===== src/rtl/pll_reset_sequencer.sv =====
// PLL lock supervisor: pulses the PLL reset, waits for a stable synchronised lock,
// then releases active-low domain resets in bit order; lock loss drops every domain at once.
module pll_reset_sequencer #(
    parameter int NUM_DOMAINS        = 3,
    parameter int LOCK_STABLE_CYCLES = 1024,
    parameter int STAGE_GAP_CYCLES   = 16,
    parameter int RELOCK_TIMEOUT     = 65536,
    parameter int PLLRST_PULSE       = 8,
    parameter int CNT_W              = 8
) (
    input  logic                   clkin,
    input  logic                   resetn,
    input  logic                   locked_async,
    input  logic                   force_reset,
    output logic                   pll_rst,
    output logic [NUM_DOMAINS-1:0] domain_resetn,
    output logic                   all_ready,
    output logic [CNT_W-1:0]       loss_count,
    output logic [2:0]             state
);

    localparam int PW = $clog2(PLLRST_PULSE + 1);
    localparam int TW = $clog2(RELOCK_TIMEOUT + 1);
    localparam int SW = $clog2(LOCK_STABLE_CYCLES + 1);
    localparam int GW = $clog2(STAGE_GAP_CYCLES + 1);

    localparam logic [PW-1:0] PULSE_LAST   = PW'(PLLRST_PULSE - 1);
    localparam logic [TW-1:0] TIMEOUT_LAST = TW'(RELOCK_TIMEOUT - 1);
    localparam logic [SW-1:0] STABLE_DONE  = SW'(LOCK_STABLE_CYCLES);
    localparam logic [GW-1:0] GAP_LAST     = GW'(STAGE_GAP_CYCLES - 1);

    typedef enum logic [2:0] {
        S_PLL_RST   = 3'd0,
        S_WAIT_LOCK = 3'd1,
        S_STABLE    = 3'd2,
        S_RELEASE   = 3'd3,
        S_RUN       = 3'd4
    } state_t;

    state_t                 state_q, state_d;
    logic [1:0]             sync_q;
    logic                   locked_s;
    logic [PW-1:0]          pulse_cnt, pulse_cnt_d;
    logic [TW-1:0]          wait_cnt, wait_cnt_d;
    logic [SW-1:0]          stable_cnt, stable_cnt_d;
    logic [GW-1:0]          gap_cnt, gap_cnt_d;
    logic                   pll_rst_q, pll_rst_d;
    logic [NUM_DOMAINS-1:0] domain_q, domain_d;
    logic                   ready_q, ready_d;
    logic [CNT_W-1:0]       loss_q, loss_d;

    assign locked_s = sync_q[1];

    always_ff @(posedge clkin or negedge resetn) begin
        if (!resetn) begin
            state_q    <= S_PLL_RST;
            sync_q     <= '0;
            pulse_cnt  <= '0;
            wait_cnt   <= '0;
            stable_cnt <= '0;
            gap_cnt    <= '0;
            pll_rst_q  <= 1'b1;
            domain_q   <= '0;
            ready_q    <= 1'b0;
            loss_q     <= '0;
        end else begin
            state_q    <= state_d;
            sync_q     <= {sync_q[0], locked_async};
            pulse_cnt  <= pulse_cnt_d;
            wait_cnt   <= wait_cnt_d;
            stable_cnt <= stable_cnt_d;
            gap_cnt    <= gap_cnt_d;
            pll_rst_q  <= pll_rst_d;
            domain_q   <= domain_d;
            ready_q    <= ready_d;
            loss_q     <= loss_d;
        end
    end

    // Counters default to zero, so any state change clears them.
    always_comb begin
        state_d      = state_q;
        pulse_cnt_d  = '0;
        wait_cnt_d   = '0;
        stable_cnt_d = '0;
        gap_cnt_d    = '0;
        pll_rst_d    = pll_rst_q;
        domain_d     = domain_q;
        ready_d      = ready_q;
        loss_d       = loss_q;

        case (state_q)
            S_PLL_RST: begin
                pll_rst_d = 1'b1;
                domain_d  = '0;
                ready_d   = 1'b0;
                if (pulse_cnt == PULSE_LAST) begin
                    state_d   = S_WAIT_LOCK;
                    pll_rst_d = 1'b0;
                end else begin
                    pulse_cnt_d = pulse_cnt + 1'b1;
                end
            end
            S_WAIT_LOCK: begin
                if (locked_s) begin
                    state_d      = S_STABLE;
                    stable_cnt_d = SW'(1);
                end else if (wait_cnt == TIMEOUT_LAST) begin
                    state_d   = S_PLL_RST;
                    pll_rst_d = 1'b1;
                end else begin
                    wait_cnt_d = wait_cnt + 1'b1;
                end
            end
            S_STABLE: begin
                if (!locked_s) begin
                    state_d = S_WAIT_LOCK;
                end else if (stable_cnt == STABLE_DONE) begin
                    state_d  = S_RELEASE;
                    domain_d = NUM_DOMAINS'(1);
                end else begin
                    stable_cnt_d = stable_cnt + 1'b1;
                end
            end
            S_RELEASE, S_RUN: begin
                if (!locked_s) begin
                    state_d  = S_WAIT_LOCK;
                    domain_d = '0;
                    ready_d  = 1'b0;
                    loss_d   = (loss_q == '1) ? loss_q : loss_q + 1'b1;
                end else if (state_q == S_RELEASE) begin
                    if (&domain_q) begin
                        state_d = S_RUN;
                        ready_d = 1'b1;
                    end else if (gap_cnt == GAP_LAST) begin
                        // Shift in a 1 so bits release strictly in order.
                        domain_d = NUM_DOMAINS'({domain_q, 1'b1});
                    end else begin
                        gap_cnt_d = gap_cnt + 1'b1;
                    end
                end
            end
            default: begin
                state_d   = S_PLL_RST;
                pll_rst_d = 1'b1;
                domain_d  = '0;
                ready_d   = 1'b0;
            end
        endcase

        // A restart request overrides everything, including a simultaneous lock loss.
        if (force_reset && state_q != S_PLL_RST) begin
            state_d      = S_PLL_RST;
            pll_rst_d    = 1'b1;
            domain_d     = '0;
            ready_d      = 1'b0;
            loss_d       = loss_q;
            pulse_cnt_d  = '0;
            wait_cnt_d   = '0;
            stable_cnt_d = '0;
            gap_cnt_d    = '0;
        end
    end

    assign pll_rst       = pll_rst_q;
    assign domain_resetn = domain_q;
    assign all_ready     = ready_q;
    assign loss_count    = loss_q;
    assign state         = state_q;

endmodule


===== config.mk =====
export PLATFORM = sky130hd
export DESIGN_NAME = pll_reset_sequencer
export DESIGN_NICKNAME = d
export VERILOG_FILES = /design/src/rtl/pll_reset_sequencer.sv
export SDC_FILE = /design/constraint.sdc
export NUM_CORES = 1
export LEC_CHECK = 0
export CORE_UTILIZATION = 50
export DETAILED_ROUTE_END_ITERATION = 8
export PLACE_DENSITY = 0.75
export SLEW_MARGIN = 0
export SYNTH_ARGS = -nofsm -noshare
export SYNTH_HDL_FRONTEND = slang
export SYNTH_SLANG_ARGS = --single-unit

===== constraint.sdc =====
create_clock -name clkin -period 2.3 [get_ports clkin]
set_clock_uncertainty 0.1 [all_clocks]
set_input_delay 0.46 -clock clkin [delete_from_list [all_inputs] [get_ports clkin]]
set_output_delay 0.46 -clock clkin [all_outputs]
set_load 0.05 [all_outputs]

==> results of run 1 <==
-- kinds of logic (layout without fill, tap and decap cells) --
group                      count (synthesis)  after routing  synth area share
buffers and inverters                     12             40           0.01881
adders and majority gates                  6              6           0.02894
muxes                                      2              2           0.01013
DFF                                       55             55            0.5311
and+or+nand+nor                          120            120            0.2378
AOI/OAI and AO/OA                         23             23           0.06174
xor gates and xnor gates                  33             33            0.1114
-- worst register-to-register path, cell delays in order (launching register included) --
cell and delay [ns]:
dfrtp_1 0.54, or3b_1 0.40, a21oi_2 0.21, nor3b_4 0.38
mux2_1 0.36
-- synth_stat cells, types with 2 or more instances --
master | number | area (um2)
nand2_1 | 13 | 48.80
dfrtp_1 | 54 | 1351
buf_2 | 3 | 15.01
a22o_1 | 2 | 17.52
and2_1 | 5 | 31.28
o21ai_0 | 7 | 35.03
nor2b_1 | 3 | 18.77
xor2_1 | 14 | 122.6
o21a_1 | 2 | 15.01
nand3_1 | 15 | 75.07
xnor2_1 | 19 | 166.4
inv_1 | 6 | 22.52
clkbuf_1 | 3 | 11.26
ha_1 | 6 | 75.07
or3_1 | 3 | 18.77
nor3_1 | 5 | 25.02
nor2_1 | 45 | 168.9
nor4b_1 | 2 | 17.52
a21oi_1 | 5 | 25.02
and3_1 | 8 | 50.05
nor4_1 | 2 | 12.51
nand4_1 | 11 | 68.82
-- cell usage in the layout (no fill, tap or decap), types with 2 or more instances in the layout --
| master | synthesis | final |
|---|---|---|
| ha_1 | 6 | 6 |
| xnor2_1 | 19 | 19 |
| clkbuf_8 | 0 | 6 |
| a22o_1 | 2 | 2 |
| nor2b_1 | 3 | 3 |
| nand2_1 | 13 | 13 |
| inv_1 | 6 | 6 |
| xor2_1 | 14 | 14 |
| a21oi_1 | 5 | 5 |
| and3_1 | 8 | 8 |
| o21ai_0 | 7 | 7 |
| nor3_1 | 5 | 5 |
| or3_1 | 3 | 3 |
| nor4_1 | 2 | 2 |
| nor2_1 | 45 | 45 |
| nor4b_1 | 2 | 2 |
| clkdlybuf4s50_1 | 0 | 15 |
| o21a_1 | 2 | 2 |
| buf_4 | 0 | 8 |
| nand3_1 | 15 | 15 |
| dfrtp_1 | 54 | 54 |
| and2_1 | 5 | 5 |
| nand4_1 | 11 | 11 |
-- layer usage --
layer	routed length, um	share of wire	global-route usage
met1	2151	0.48	0.2298
met2	2081	0.46	0.3182
met3	185	0.041	0.04065
met4	73	0.016	0.06624
met5	0	0	0
-- flip-flops by register name, summed over array words and instances, names as in the netlist, 2 cells and up --
| signal | count |
|---|---|
| gap_cnt | 5 |
| stable_cnt | 11 |
| loss_count | 8 |
| wait_cnt | 17 |
| state | 3 |
| domain_resetn | 3 |
| sync_q | 2 |
| pulse_cnt | 4 |
-- area by class of cell --
cell class | count | area, um2 | share of cell area
flip-flops and latches | 55 | 1378 | 0.4567
multi-input cells | 184 | 1167 | 0.3870
repair buffers | 26 | 247.7 | 0.08212
well taps | 67 | 83.83 | 0.02779
clock buffers | 6 | 82.58 | 0.02737
clock inverters | 2 | 35.03 | 0.01161
inverters | 6 | 22.52 | 0.007466
-- path summary, 6_finish.rpt --
path                            endpoint  slack (ns)  cells after the start
min in group clkin             sync_q[1]        0.27                      0
max                              pll_rst        0.09                      1
min                        loss_count[3]         0.1                      1
max reg2reg                loss_count[1]        0.21                      4
max in group asynchronous  stable_cnt[0]        1.43                      2
min reg2reg                    sync_q[1]        0.27                      0
-- power breakdown --
group / total, mW / internal (mW) / switching, mW
Sequential: 1.13 / 1.04 / 0.0912
Clock: 0.643 / 0.352 / 0.291
Combinational: 0.676 / 0.267 / 0.408
Total: 2.45 / 1.66 / 0.790
-- stage by stage --
stage	util	worst slack, ns	instances	hold slack (ns)
global placement	0.5974	0.05469	338	0.2350
detailed placement	0.5974	-0.02609	338	0.2504
floorplan	-	0.06393	251	0.06441
CTS	0.6217	0.02559	346	0.1137
global route	0.6222	0.06492	346	0.1345
finish	0.6222	0.09298	346	0.09503
==> flow_summary.toml, run 1 <==
[outcome]
status = "complete, no violations"

[die]
start_util = 0.5350
die_y_um = 74.03
fp.dieW_um = 74.03
ios = 20
dieArea_um2 = 5480
coreArea_um2 = 4848
fp-row-count = 25

[sta]
rsz0062_at_grt = "false"
fin_crit_ns = 2.207
tightestPinTransition_ns = 0.7065
slew_violations = 0
fmax_mhz = 453.1
hold_violations = 0
maxSlewHeadroom = 0.5290
finalSetupViolCount = 0
min_period_over_period = 0.9596
setup_tns_ns = 0

[cts]
cts_tree = "yes"
cts_resized = 0
cts_htree_levels = 2
clockRootBuffer = "clkbuf_8"
clk_latency_ns = 0.30
clock-sinks = 55
cts_buffers = 5
clkSlewWorstSetupHoldPaths_ns = 0.09
post_cts_buffers = 0
postCtsHoldBufs = 0
clockBufferDepth = 2

[critical_path]
path_class = "register to primary output"
critical_path.max_stage_delay_ns = 0.80
slowest_stage = "clkdlybuf4s50_1"
critical_path.endpoint_type = "primary output"
crit_family = "buffers and inverters"
timing.rr.start = "state[2]"
cp.required_ns = 1.74
path_cells = "clkdlybuf4s50_1"
worstPathMaxFanout = 2
cp.arrival_ns = 1.65
critical_path_buf_inv_count = 1
worstSetupStartpointType = "register"
startpoint = "pll_rst"

[yosys]
synth_seq_cells = 55
synthArstFlopShare = 1.000
ys_types = 40
netlist_instances = 251
ys_seq_area_frac = 0.5311
syn_area_per_cell_um2 = 10.33
yosysWarnings = 0
mappedNetlistArea_um2 = 2594
synth_ff_type = "dfrtp_1"
syn-num-nets = 261
synth_edf_count = 0

[pwr]
pwr_density_cell_nw_per_um2 = 812.8
peakVddDrop_mv = 0.3843
power.total_mw = 2.452
p_leak_nw = 1.305

[route]
totalWireLength_mm = 4.491
vias_per_cell = 5.353
dr.pass1.iters = 4
dr_total_vias = 1852
routedWlPerCell_um = 12.98
ant_nets = 0
drcViolationCount = 0
drt-initial-drc-count = 101

[grt]
grt_pass1_vias = 1813
grt_first_pass_wirelength_mm = 7.783
grt_use_total = 0.1852
grt_max_degree = 32
grt_overflow_total = 0
antenna_found_initial = 0

[place]
placed_cell_area_um2 = 2897
finalWeightedCongestion = 0.7989
numPortBuffers = 19
dp.final_hpwl_mm = 3.247

[cells_and_area]
drive_above_1_share = 0.08961
nFillCells = 406
nets = 288
n_antenna_cell = 0
postLayoutCellArea_um2 = 3017
syn_to_final_growth_pct = 16.30

[min_path]
hp-class = "primary input to async pin"

[flow_run]
drv_cap = 0
No activity file was read; power rests on OpenSTA's default activity.
==> run 2: changes to the inputs <==
CORE_MARGIN = 2   (was unset)
DONT_BUFFER_PORTS = 1   (was unset)
PLACE_DENSITY = 0.7   (was 0.75)
==> run 2 against run 1 <==
Sequential share of layout area is 1.0 points higher. Register-to-register slack improved by 0.14 ns. Worst setup slack gained 0.26 ns. First-iteration DRC count increased by 74%. Design area fell by 2.2%. Global-route usage decreased by 0.63 points. Clock power rose by 1%. Largest cell class unchanged. Highest routed layer unchanged.
==> flow_summary.toml, run 2 (synthesis results as in run 1) <==
[outcome]
status = "complete, no violations"

[route]
dr_total_vias = 1871
wl_met2_mm = 2.317
drcViolationCount = 0
vias_per_cell = 5.439
routedWlPerCell_um = 13.81
drt-initial-drc-count = 176
met1_length_mm = 2.180
highest_layer = "met4"
route.met3.wl_um = 213
totalWireLength_mm = 4.749
dr.pass1.iters = 4
ant_nets = 0

[critical_path]
worstSetupStartpointType = "register"
timing.rr.start = "state[2]"
rr_endpoint = "loss_count[1]"
crit_family = "simple AND/OR/NAND/NOR gates"
path_cells = "buf_4 > nand3b_1 > a21oi_2 > nor3b_4 > mux2_1"
critical_path.max_stage_delay_ns = 0.42
path_class = "register to register"
r2r_setup_slack_ns = 0.35
cp.arrival_ns = 2.05
cp.required_ns = 2.40
worstPathMaxFanout = 10
rr_worst_depth = 5
critical_path.endpoint_type = "register"
slowest_stage = "dfrtp_1"
critical_path_buf_inv_count = 1

[place]
dp.final_hpwl_mm = 3.344
numPortBuffers = 0
finalWeightedCongestion = 0.7813
dp_cells = 334
placed_cell_area_um2 = 2798

[grt]
antenna_found_initial = 0
grt_max_degree = 56
grt_overflow_total = 0
grt_use_total = 0.1789
grt_first_pass_wirelength_mm = 8.521
grt_pass1_vias = 1883

[sta]
hold_violations = 0
setup_tns_ns = 0
min_period_over_period = 0.8465
slew_violations = 0
finalSetupViolCount = 0
fmax_mhz = 513.6
tightestPinTransition_ns = 0.5125
maxSlewHeadroom = 0.6583
rsz0062_at_grt = "false"
fin_crit_ns = 1.947

[cells_and_area]
final_common_cell = "dfrtp_1"
nets = 283
final_cells = 344
largest_reg_flops = 17
layout_common_cells = "dfrtp_1, nor2_1, xnor2_1, buf_4, nand3_1"
syn_to_final_growth_pct = 13.80
regMostFlops = "wait_cnt"
postLayoutCellArea_um2 = 2952
n_antenna_cell = 0
drive_above_1_share = 0.1277

[die]
ios = 20
die_y_um = 76.03
coreArea_um2 = 5042
fp-row-count = 26
fp.dieW_um = 76.03
dieArea_um2 = 5780
start_util = 0.5144

[cts]
clkSlewWorstSetupHoldPaths_ns = 0.11
clockRootBuffer = "clkbuf_8"
cts_tree = "yes"
clockBufferDepth = 2
post_cts_buffers = 0
clk_latency_ns = 0.31
cts_htree_levels = 2
cts_buffers = 5
clock-sinks = 55

[min_path]
hp-start = "locked_async"
hold_depth = 0
hold_end = "sync_q[0]"
hp-class = "primary input to register"

[pwr]
pwr_density_cell_nw_per_um2 = 832.5
p_leak_nw = 1.289
peakVddDrop_mv = 0.4942

[flow_run]
drv_cap = 0
-- run 2: cell types whose count changed in the layout (fill, tap and decap cells not counted), sizes merged --
| cell | before | now |
|---|---|---|
| clkbuf | 6 | 5 |
| dlygate4sd3 | 0 | 1 |
| clkdlybuf4s50 | 15 | 0 |
| inv | 6 | 7 |
| dlymetal6s2s | 1 | 0 |
| buf | 10 | 20 |
-- run 2: layout make-up --
class                   count  area, um2
repair buffers             21      180.2
flip-flops and latches     55       1378
well taps                  70      87.58
inverters                   6      22.52
clock buffers               5      68.82
clock inverters             3      47.55
multi-input cells         184       1167
fillers                   419       2091
-- run 2: where the power goes --
part           leakage [nW]  switching [mW]  total [mW]  internal [mW]
Sequential            0.749          0.0546        1.10           1.04
Clock                0.0587           0.321       0.651          0.330
Combinational         0.481           0.449       0.709          0.260
-- run 2: worst max path at each step --
stage	end	slack (ns)	from	cells after the start
final	loss_count[1]	0.35	state[2]	5
after global routing	loss_count[6]	0.19	state[2]	6
after CTS	loss_count[1]	0.34	state[2]	5
after detailed placement	loss_count[1]	0.36	state[2]	5
after global placement	domain_resetn[1]	0.42	stable_cnt[7]	5
after floorplan	state[0]	0.06	state[0]	6
-- run 2: through the flow --
| step | power, mW | utilization | setup slack (ns) | hold WS [ns] |
|---|---|---|---|---|
| global placement | 1.783 | 0.5548 | 0.4226 | 0.06553 |
| CTS | 2.476 | 0.5854 | 0.3440 | 0.07154 |
| floorplan | 1.607 | - | 0.06393 | 0.06441 |
| detailed placement | 1.798 | 0.5548 | 0.3619 | 0.06562 |
| global route | 2.603 | 0.5854 | 0.1860 | 0.05969 |
| finish | 2.457 | 0.5854 | 0.3529 | 0.07524 |
-- run 2: worst register-to-register path: cells and delay by family (launching register included) --
kind                   cells  cell delay [ns]
multiplexers               1             0.36
flip-flops                 1             0.42
AND/OR/NAND/NOR            2             0.58
AO/OA/AOI/OAI              1             0.21
buffers and inverters      1             0.17
-- run 2: per-layer routing --
layer | global-route usage | up-vias
li1 | - | 899
met3 | 0.04147 | 4
met4 | 0.04182 | 0
met1 | 0.2242 | 928
met2 | 0.3161 | 40
met5 | 0 | -
-- run 2: repair_timing --
item | 4_1_cts | 5_1_grt
hold buffers | 2 | 0
hold endpoints to repair | 55 | 0
resized for setup | 0 | 0
==> variant: new RTL, config.mk and constraints of run 1 <==
Put one more register stage on the output `loss_count`, without a reset. The value now appears one clock later. The other outputs are not delayed to match.
--- a/src/rtl/pll_reset_sequencer.sv
+++ b/src/rtl/pll_reset_sequencer.sv
@@ -167,3 +167,5 @@
     assign all_ready     = ready_q;
-    assign loss_count    = loss_q;
+    always_ff @(posedge clkin) begin
+        loss_count <= loss_q;
+    end
     assign state         = state_q;
Behaviour: no difference found for any inputs over 10 cycles, from zero or initial values and one cycle with resetn low; that may be too few to reach the edited logic, so the function may still have changed.
==> variant against run 1 <==
- sequential cell count rose by 8
- final area grew 12%
- die area up 9.4%
- synthesized area increased by 9.6%
- cell count up 9.5%
- setup slack lost 0.014 ns
- first-iteration DRC count fell by 18%
- hold slack got worse by 0.085 ns
- global-route usage rose by 0.62 points
- power is 32% higher
- routed wire length is 13% higher
- count of clock-buffer cells in the layout up 4
- highest routed layer unchanged
==> variant: results (changes against run 1) <==
run_status:
  outcome: "finished clean"
detailed_routing:
  first_iter_violations: 83  # -18%
  vias: 1956  # +5.6%
  drtPass1Iterations: 5  # +1
power:
  peakVddDrop_v: 0.000695  # +81%
placed_design:
  dpl.hpwl_um: 3440  # +6.0%
  portBuffers: 19  # unchanged
  place_ws_ns: -0.00506  # +0.0210 ns
  place.gp.congestion: 0.829  # +3.8%
cells_and_area:
  fill_cells: 447  # +10%
  nNetsFinal: 312  # +8.3%
  drive_gt1_share_pct: 14.0  # +5.0 points
synthesis:
  synth_top_cells_by_area: "dfrtp_1 (48%), nor2_1 (5.7%), dfxtp_1 (5.6%)"
  synthesis.nets: 277  # +6.1%
  synthTopCellsByCount: "dfrtp_1 (54), nor2_1 (43), nand2_1 (21)"
  ys_seq_area_share_pct: 54.1  # +0.96 points
  async_reset_ff_share_pct: 87.3  # -13 points
  yosysUniqueCellTypes: 52  # +30%
timing:
  relSlewSlack_pct: 65.9  # +13 points
clocking:
  worstSkewPairLatency_ns: 0.34  # +0.04 ns
  cts_buffers: 9  # +4
  cts_max_level: 3  # +1
  clk_pin_slew_ns: 0.07  # -0.02 ns
critical_path:
  r2r-end: "state[0]"
  cp_max_fo: 2  # unchanged
  r2r_start: "stable_cnt[0]"
  worstRegToRegCells: 7  # +3
global_routing:
  grtUsageTotal_pct: 19.1  # +0.62 points
  grt_max_degree: 56  # +75%
  grt_pass1_vias: 1928  # +6.3%
  grt_pass1_wl_um: 8820  # +13%
==> variant: cell type report <==
cell class / count / area [um2] / area share (%)
tap: 72 / 90.1 / 2.66
clock buffer: 10 / 128 / 3.76
inverter: 8 / 30.0 / 0.886
sequential: 63 / 1540 / 45.4
timing repair buffer: 32 / 288 / 8.49
clock inverter: 6 / 85.1 / 2.51
multi-input combinational: 188 / 1230 / 36.3
==> variant: cells by family (layout without fill, tap and decap cells) <==
kind of cell | after synthesis | count (layout) | share of synthesized area, %
AO/OA/AOI/OAI | 25 | 25 | 7.35
flip-flops | 63 | 63 | 54.1
XOR/XNOR | 34 | 34 | 10.5
AND/OR/NAND/NOR | 121 | 121 | 22.0
multiplexers | 2 | 2 | 0.924
adder cells (fa/ha/maj) | 6 | 6 | 2.64
buffers and inverters | 16 | 56 | 2.60
==> variant: worst max path at each step <==
stage                start        end  slack, ns  cells after the start
2_1_floorplan     state[2]  loss_q[1]       0.16                      5
3_3_place_gp   force_reset   state[0]       0.01                      6
3_5_place_dp   force_reset   state[0]     -0.005                      6
4_1_cts            pll_rst    pll_rst       0.06                      1
5_1_grt            pll_rst    pll_rst       0.04                      1
6_report           pll_rst    pll_rst       0.08                      1
==> variant: per-layer routing <==
layer	wire, um	up-vias	share of wire [%]	global-route usage [%]
met5	0	-	0	0
met4	38	0	0.75	6.98
met3	210	4	4.1	5.65
met2	2220	37	44	28.6
met1	2610	930	51	26.4
li1	-	985	-	-
==> variant: where the power goes <==
part	total, mW	internal [mW]	switching, mW
clock network	1.03	0.606	0.424
logic	0.867	0.367	0.500
registers	1.34	1.22	0.123
total	3.24	2.19	1.05
==> variant: worst register-to-register path, delay by kind of cell, from the launching register on <==
kind,cells,cell delay [ns]
and+or+nand+nor,4,0.89
DFF,1,0.42
muxes,1,0.29
adders and majority gates,1,0.19
buffers and inverters,1,0.06
==> variant: metrics by stage <==
stage               utilization (%)  area [um2]  hold slack [ns]  instances
finish                         61.6        3390           0.0105        379
global route                   61.6        3390           0.0285        379
CTS                            61.6        3390          0.00976        379
detailed placement             57.7        3180            0.240        363
global placement               57.7        3180            0.232        363
floorplan                         -        2840           0.0644        267
